### config.mk
export PLATFORM = sky130hd
export DESIGN_NAME = esop_cube_evaluator
export DESIGN_NICKNAME = d
export VERILOG_FILES = /design/src/rtl/esop_pkg.sv /design/src/rtl/esop_cube_match.sv /design/src/rtl/esop_cube_evaluator.sv
export SDC_FILE = /design/constraint.sdc
export NUM_CORES = 1
export LEC_CHECK = 0
export ABC_CLOCK_PERIOD_IN_PS = 3530
export CAP_MARGIN = 25
export CORE_AREA = 2 2 325 295
export CTS_CLUSTER_SIZE = 14
export DETAILED_ROUTE_END_ITERATION = 6
export DIE_AREA = 0 0 327 297
export PLACE_DENSITY_LB_ADDON = 0.25
export SYNTH_ARGS = -nofsm -noshare
export SYNTH_HDL_FRONTEND = slang
export SYNTH_SLANG_ARGS = --single-unit
### constraint.sdc
create_clock -name i_clk -period 3.53 [get_ports i_clk]
set_input_delay 0.353 -clock i_clk [delete_from_list [all_inputs] [get_ports i_clk]]
set_output_delay 0.353 -clock i_clk [all_outputs]
set_load 0.02 [all_outputs]
### src/rtl/esop_pkg.sv
// Shared literal encodings and evaluator state type for the ESOP cube evaluator.
package esop_pkg;

    localparam logic [1:0] LIT_DC  = 2'b00;
    localparam logic [1:0] LIT_POS = 2'b01;
    localparam logic [1:0] LIT_NEG = 2'b10;
    localparam logic [1:0] LIT_BAD = 2'b11;

    typedef enum logic [1:0] {LOAD, ARMED, EVAL, RESP} esop_eval_state_t;

endpackage

### src/rtl/esop_cube_match.sv
// Combinational cube match: one product term against an input assignment.
// o_bad flags any invalid literal; such a cube never matches.
module esop_cube_match
    import esop_pkg::*;
#(
    parameter int N_VARS = 10
) (
    input  logic [2*N_VARS-1:0] i_cube,
    input  logic [N_VARS-1:0]   i_x,
    output logic                o_match,
    output logic                o_bad
);

    always_comb begin
        o_match = 1'b1;
        o_bad   = 1'b0;
        for (int i = 0; i < N_VARS; i++) begin
            case (i_cube[2*i +: 2])
                LIT_DC:  ;
                LIT_POS: if (!i_x[i]) o_match = 1'b0;
                LIT_NEG: if (i_x[i])  o_match = 1'b0;
                LIT_BAD: begin
                    o_match = 1'b0;
                    o_bad   = 1'b1;
                end
                default: ;
            endcase
        end
    end

endmodule

### src/rtl/esop_cube_evaluator.sv
// Stores an ESOP cube list from a valid/ready stream and answers point queries
// f(x) = XOR of cube matches, evaluating one stored cube per cycle.
//
// state | meaning
// LOAD  | accepting cubes into the store
// ARMED | waiting for a query
// EVAL  | folding one stored cube per cycle into the accumulator
// RESP  | presenting the result until consumed
module esop_cube_evaluator
    import esop_pkg::*;
#(
    parameter int N_VARS    = 10,
    parameter int MAX_CUBES = 64
) (
    input  logic                               i_clk,
    input  logic                               i_rst,
    input  logic                               i_clear,
    input  logic                               i_cube_valid,
    output logic                               o_cube_ready,
    input  logic [2*N_VARS-1:0]                i_cube_data,
    input  logic                               i_cube_last,
    input  logic                               i_q_valid,
    output logic                               o_q_ready,
    input  logic [N_VARS-1:0]                  i_q_x,
    output logic                               o_r_valid,
    input  logic                               i_r_ready,
    output logic                               o_r_data,
    output logic [$clog2(MAX_CUBES+1)-1:0]     o_n_cubes,
    output logic                               o_err_lit,
    output logic                               o_err_ovf
);

    localparam int CW = $clog2(MAX_CUBES + 1);
    localparam int IW = (MAX_CUBES > 1) ? $clog2(MAX_CUBES) : 1;
    localparam logic [CW-1:0] MAX_CNT = CW'(MAX_CUBES);
    localparam logic [CW-1:0] ONE     = CW'(1);

    esop_eval_state_t    r_state, w_state_nxt;
    logic [CW-1:0]       r_n_cubes, r_idx;
    logic [N_VARS-1:0]   r_x;
    logic                r_acc, r_err_lit, r_err_ovf;
    logic [2*N_VARS-1:0] r_store [MAX_CUBES];

    logic                w_cube_xfer, w_q_xfer, w_match, w_bad, w_store_full_next;
    logic [2*N_VARS-1:0] w_cube_sel;

    // One matcher serves both jobs: literal checking of the incoming beat while
    // loading, and matching the indexed stored cube while evaluating.
    assign w_cube_sel = (r_state == LOAD) ? i_cube_data : r_store[r_idx[IW-1:0]];

    esop_cube_match #(.N_VARS(N_VARS)) u_match (
        .i_cube  (w_cube_sel),
        .i_x     (r_x),
        .o_match (w_match),
        .o_bad   (w_bad)
    );

    assign w_store_full_next = (r_n_cubes == MAX_CNT - ONE);

    always_comb begin
        w_state_nxt  = r_state;
        o_cube_ready = 1'b0;
        o_q_ready    = 1'b0;
        w_cube_xfer  = 1'b0;
        w_q_xfer     = 1'b0;
        if (!i_rst && !i_clear) begin
            case (r_state)
                LOAD: begin
                    o_cube_ready = (r_n_cubes < MAX_CNT);
                    w_cube_xfer  = i_cube_valid && o_cube_ready;
                    if (w_cube_xfer && (i_cube_last || w_store_full_next))
                        w_state_nxt = ARMED;
                end
                ARMED: begin
                    o_q_ready = 1'b1;
                    w_q_xfer  = i_q_valid;
                    if (w_q_xfer)
                        w_state_nxt = (r_n_cubes == '0) ? RESP : EVAL;
                end
                EVAL: begin
                    if (r_idx == r_n_cubes - ONE)
                        w_state_nxt = RESP;
                end
                RESP: begin
                    if (i_r_ready)
                        w_state_nxt = ARMED;
                end
                default: w_state_nxt = LOAD;
            endcase
        end
    end

    always_ff @(posedge i_clk) begin
        if (i_rst || i_clear) begin
            r_state   <= LOAD;
            r_n_cubes <= '0;
            r_idx     <= '0;
            r_acc     <= 1'b0;
            r_err_lit <= 1'b0;
            r_err_ovf <= 1'b0;
        end else begin
            r_state <= w_state_nxt;
            if (w_cube_xfer) begin
                r_n_cubes <= r_n_cubes + ONE;
                if (w_bad)
                    r_err_lit <= 1'b1;
                if (!i_cube_last && w_store_full_next)
                    r_err_ovf <= 1'b1;
            end
            if (w_q_xfer) begin
                r_acc <= 1'b0;
                r_idx <= '0;
            end else if (r_state == EVAL) begin
                r_acc <= r_acc ^ w_match;
                r_idx <= r_idx + ONE;
            end
        end
    end

    // Store and query latch carry no reset; n_cubes alone bounds valid entries.
    always_ff @(posedge i_clk) begin
        if (w_cube_xfer)
            r_store[r_n_cubes[IW-1:0]] <= i_cube_data;
        if (w_q_xfer)
            r_x <= i_q_x;
    end

    assign o_r_valid = (r_state == RESP);
    assign o_r_data  = r_acc;
    assign o_n_cubes = r_n_cubes;
    assign o_err_lit = r_err_lit;
    assign o_err_ovf = r_err_ovf;

endmodule

==> Word level (Yosys, flattened, before mapping) <==
Memory sizes are Yosys's and may differ from the RTL's. A register that Yosys moved wholly into a read port is not among the register bits.
Index checks and enable logic that the tools add are counted.
{ "totals": {"ram_bits": 1280, "reg_bits": 29, "elab_cells": 126, "mem_count": 1} }
{ "op_classes": {"mux": 59, "n_eq_ne": 39, "n_reduce_logical": 15, "magnitude_cmp": 1, "bitwise": 1, "addsub": 3} }
{ "mem_list": {"columns": ["memory", "depth", "word_bits", "read_ports", "rd_ports_with_merged_regs", "wr", "line", "text"], "rows": [
  ["r_store", 64, 20, 1, 1, 1, "esop_cube_evaluator.sv:42", "logic [2*N_VARS-1:0] r_store [MAX_CUBES];"]
]} }
{ "ops": {"columns": ["cell", "n"], "rows": [
  ["equality test 2 bit (second input constant)", 22],
  ["2-to-1 mux 1 bit", 41],
  ["case mux 1 bit (3 select lines)", 10],
  ["equality test 2 x 1 -> 1 bit (second input constant)", 11],
  ["2-to-1 mux 20 bit", 1],
  ["adder 7 x 1 -> 7 bit (second input constant)", 2],
  ["2-to-1 mux 6 bit", 2],
  ["2-to-1 mux 2 bit", 4],
  ["case mux 2 bit (4 select lines)", 1],
  ["equality test 7 x 6 -> 1 bit (second input constant)", 1],
  ["equality test 7 bit", 1],
  ["logical NOT 7 bit", 1],
  ["less-than comparator 7 bit (second input constant)", 1],
  ["subtractor 7 x 1 -> 7 bit (second input constant)", 1],
  ["AND reduction 5 bit", 1],
  ["logical AND 1 bit", 4],
  ["!= test 2 x 1 -> 1 bit (second input constant)", 2],
  ["!= test 2 bit (second input constant)", 2],
  ["AND reduction 2 bit", 2],
  ["logical NOT 1 bit", 3],
  ["logical NOT 2 bit", 1],
  ["logical OR 1 bit", 2],
  ["OR reduction 2 bit", 1],
  ["XOR 1 bit", 1]
]} }

==> Logic depth before layout (Yosys ltp) <==
{ "depth": {"word_depth": 23, "depth_mapped": 14, "ltp_nobuf": 10} }

==> Hierarchy <==
From an unflattened synthesis, not the netlist that was laid out.
{ "hier_totals": {"hier_cells": 2358, "area_unflattened_um2": 50783.7} }
{ "by_module_without_submodules": {"columns": ["mod", "cells_each", "seq_area_each_um2", "area_per_inst_um2", "instances"], "rows": [
  ["esop_cube_evaluator", 2336, 39237.6, 50609.8, 1],
  ["esop_cube_match", 22, 0.0, 173.9, 1]
]} }

==> Worst setup path after synthesis <==
No wires, ideal clock.
{ "synth_timing": {"path_type": "reg2reg", "startpoint": "reg r_state[0]", "endpoint": "mem r_store[59][0] (netlist bit), enable pin", "t_arrival_ns": 3.256, "stages_incl_launch_ff": 10, "required_ns": 3.133, "synth_period_minus_slack_ns": 3.652, "setup_ns": 0.397, "path_slack_ns": -0.122, "path_cell_list": "dfxtp_1 inv_1 ha_1 clkinv_1 nor3_1 and2_1 clkbuf_1 nor2b_1 nand3_1 nor2_1"} }
{ "synth_via": {"elab_chain_cells": 5} }
{ "synth_rtl": {"columns": ["element", "line", "text"], "rows": [
  ["start: declaration", "esop_cube_evaluator.sv:38", "esop_eval_state_t r_state, w_state_nxt;"],
  ["start signal: assignment", "esop_cube_evaluator.sv:102", "r_state <= w_state_nxt;"],
  ["logical NOT 2 bit", "esop_cube_evaluator.sv:67", "case (r_state)"],
  ["2-to-1 mux 1 bit", "esop_cube_evaluator.sv:67", null],
  ["2-to-1 mux 1 bit", "esop_cube_evaluator.sv:66", "if (!i_rst && !i_clear) begin"],
  ["2-to-1 mux 1 bit", "esop_cube_evaluator.sv:122", "if (w_cube_xfer)"],
  ["2-to-1 mux 1 bit (implied by the code)", "esop_cube_evaluator.sv:123", "r_store[r_n_cubes[IW-1:0]] <= i_cube_data;"],
  ["end: declaration", "esop_cube_evaluator.sv:42", null]
]} }
Every way passes these cells.

==> results_dict.tcl <==
set metrics [dict create \
    synthCells 2427 \
    critPathSlowestCell "mux4_2" \
    hold_viol_final 0 \
    synth_area_um2 51200 \
    cts_buffer_depth 3 \
    yosysWarnings 0 \
    p_leak_nw 18.9 \
    synthArstFlopShare_pct 0 \
    whs_path_depth 1 \
    htree_levels 4 \
    cellPowerDensity_nw_per_um2 511 \
    vias 27800 \
    start_util_pct 54.5 \
    io_pins 50 \
    final_cell_mix "edfxtp_1, buf_4, mux4_2" \
    drt_iter0_drc 4610 \
    drv_slew 0 \
    cp_max_fo 14 \
    mostFrequentLayoutCell "edfxtp_1" \
    grt_usage_pct 30.4 \
    first_pass_iters 6 \
    gp_congestion 0.966 \
    end_kind "register" \
    tritoncts "yes" \
    outcome "finished clean" \
    cp.required_ns 4.18 \
    final_cells 4193 \
    cp.depth 13 \
    portBuffers 49 \
    max_freq_ghz 0.288 \
    dp.cells 3938 \
    die_x_um 327 \
    fin_crit_sh_pct 98.4 \
    num_rows 107 \
    antenna_found_initial 9 \
    synth_ff_type "edfxtp_1" \
    p_total_mw 30.7 \
    fp.dieArea_um2 97100 \
    grt_pass1_wl_um 205000 \
    cts_made_buffers 130 \
    final.setup_skew_ns 0.0230 \
    rsz0062_at_grt "yes" \
    ant_nets 0 \
    drive_above_1_share_pct 33.5 \
    maxSlewHeadroom_pct 35.0 \
    period_needed_ns 3.47 \
    cts_root_buf "clkbuf_16" \
    wire_per_inst_um 34.9 \
    synth_edf_count 1290 \
    start_kind "register" \
    path_cells "buf_6 -> buf_12 -> mux4_2 -> a22oi_1 -> a21oi_1 -> buf_4 -> nor3_1 -> nor2_1 -> a2111oi_2 -> buf_4 -> a41oi_2 -> or3_1 -> a21oi_1" \
    clk_latency_ns 0.74 \
    synth_nets 2471 \
    max_stage_delay_ns 0.56 \
    seq_area_frac_synth_pct 76.7 \
    final_util_pct 64.1 \
    vdd.ir_drop.worst_mv 0.523 \
    final_net_count 2886 \
    routed_via_density 6.63 \
    setup_viol 0 \
    core_um2 93800 \
    hpwlAfterDp_um 92500 \
    maxCapViolCount 0 \
    chipHeight_um 297 \
    ys_seq_elements 1315 \
    synth.distinct_cells 71 \
    drc 0 \
    area_delta_synth_final_pct 17.5 \
    hold_path_class "in2reg" \
    tightest_slew_ns 0.966 \
    grt_max_degree 66 \
    clkTransAtPathRegs_ns 0.06 \
    grt_overflow 0 \
    routed_wl_um 146000 \
    clock-sinks 1315 \
    cp.arrival_ns 4.13 \
    postSynthAreaPerCell_um2 21.1 \
    critPathKind "reg2reg" \
    crit_family "compound AO/OA/AOI/OAI gates" \
    grt_pass1_vias 27400 \
    critical_path_buf_inv_count 4 \
    worst-r2r-cell-count 13 \
]
worst paths after layout:
check | endpoint | from | slack [ns]
max reg2reg | o_r_data | register | 0.06
min reg2reg | o_err_ovf | o_err_ovf | 0.51
max | o_r_data | register | 0.06
min | r_x[9] | i_q_x[9] | 0.18
through the flow:
stage | setup slack, ns | setup TNS [ns] | hold slack, ns | area (µm²)
after floorplan | -0.122 | -45.21 | 0.452 | 51200
after global placement | -0.309 | -0.465 | 0.460 | 55500
after detailed placement | -0.247 | -0.279 | 0.469 | 55500
after CTS | 0.0101 | 0 | 0.149 | 59600
after global routing | -0.0626 | -0.0626 | 0.157 | 60100
final | 0.0571 | 0 | 0.179 | 60100
kinds of logic (layout without fill, tap and decap cells):
family | count (synthesis) | after routing | synth area share (%)
DFF | 1315 | 1315 | 76.7
muxes | 412 | 412 | 15.4
and+or+nand+nor | 292 | 292 | 2.66
AOI/OAI and AO/OA | 237 | 237 | 3.27
buffers and inverters | 145 | 657 | 1.51
xor gates and xnor gates | 19 | 19 | 0.325
adders and majority gates | 7 | 7 | 0.171
other | 0 | 1 | 0
where the power goes:
group / total (mW) / internal (mW) / leakage (nW) / switching [mW]
clock: 13.1 / 7.39 / 1.94 / 5.72
combinational: 0.492 / 0.0979 / 5.18 / 0.394
sequential: 17.1 / 17.1 / 11.8 / 0.00670
total: 30.7 / 24.6 / 18.9 / 6.12
area by class of cell:
type	instances	area (µm²)
Tap cell	1253	1570
Inverter	19	73.8
Timing Repair Buffer	409	3670
Multi-Input combinational cell	967	11600
Clock buffer	160	3450
Clock inverter	69	547
Fill cell	6179	33700
Antenna cell	1	2.50
Sequential cell	1315	39300
routing by layer:
| layer | vias to the layer above | routed length, µm | track usage [%] |
|---|---|---|---|
| li1 | 11000 | - | - |
| met1 | 14600 | 56900 | 44.3 |
| met2 | 1902 | 68000 | 46.0 |
| met3 | 287 | 17100 | 7.60 |
| met4 | 6 | 4320 | 9.25 |
| met5 | - | 42 | 0 |
flip-flops by register name (all words and copies together) (netlist names), named ones only:
name,flops
o_r_data,1
o_n_cubes,7
o_err_ovf,1
r_x,10
r_store,1280
r_idx,7
r_state,2
o_err_lit,1
worst register-to-register path: cells and delay by family (launching register included):
kind / cells / cell delay (ns)
mux: 1 / 0.56
compound gates: 5 / 1.02
simple gates: 3 / 0.63
buf+inv: 4 / 0.73
flops: 1 / 0.46
what timing repair did:
item / CTS / global route
hold buffers: 0 / 0
gates resized for setup: 11 / 63
buffers inserted: 2 / 24
pin swaps: 0 / 14
endpoints found under the setup margin: 2 / 1
gates cloned: 1 / 1
cells in the mapped netlist (all sizes together) (6+ instances only):
library cell	n	area share [%]
mux2	18	0.40
nand2	60	0.44
o22ai	19	0.23
nor2	116	0.85
xnor2	10	0.17
a21oi	43	0.42
mux2i	96	1.9
a211oi	10	0.15
clkbuf	31	0.23
nand3	25	0.24
edfxtp	1290	76
inv	16	0.12
nand2b	12	0.15
xor2	9	0.15
and3	8	0.098
o21ai	27	0.26
and2	10	0.12
nand3b	6	0.088
buf	95	1.1
nor3	18	0.18
ha	7	0.17
mux4	298	13
a221oi	15	0.26
nor2b	12	0.15
dfxtp	25	0.98
a22oi	67	0.98
Note: power is estimated with default switching activity, not from simulation.
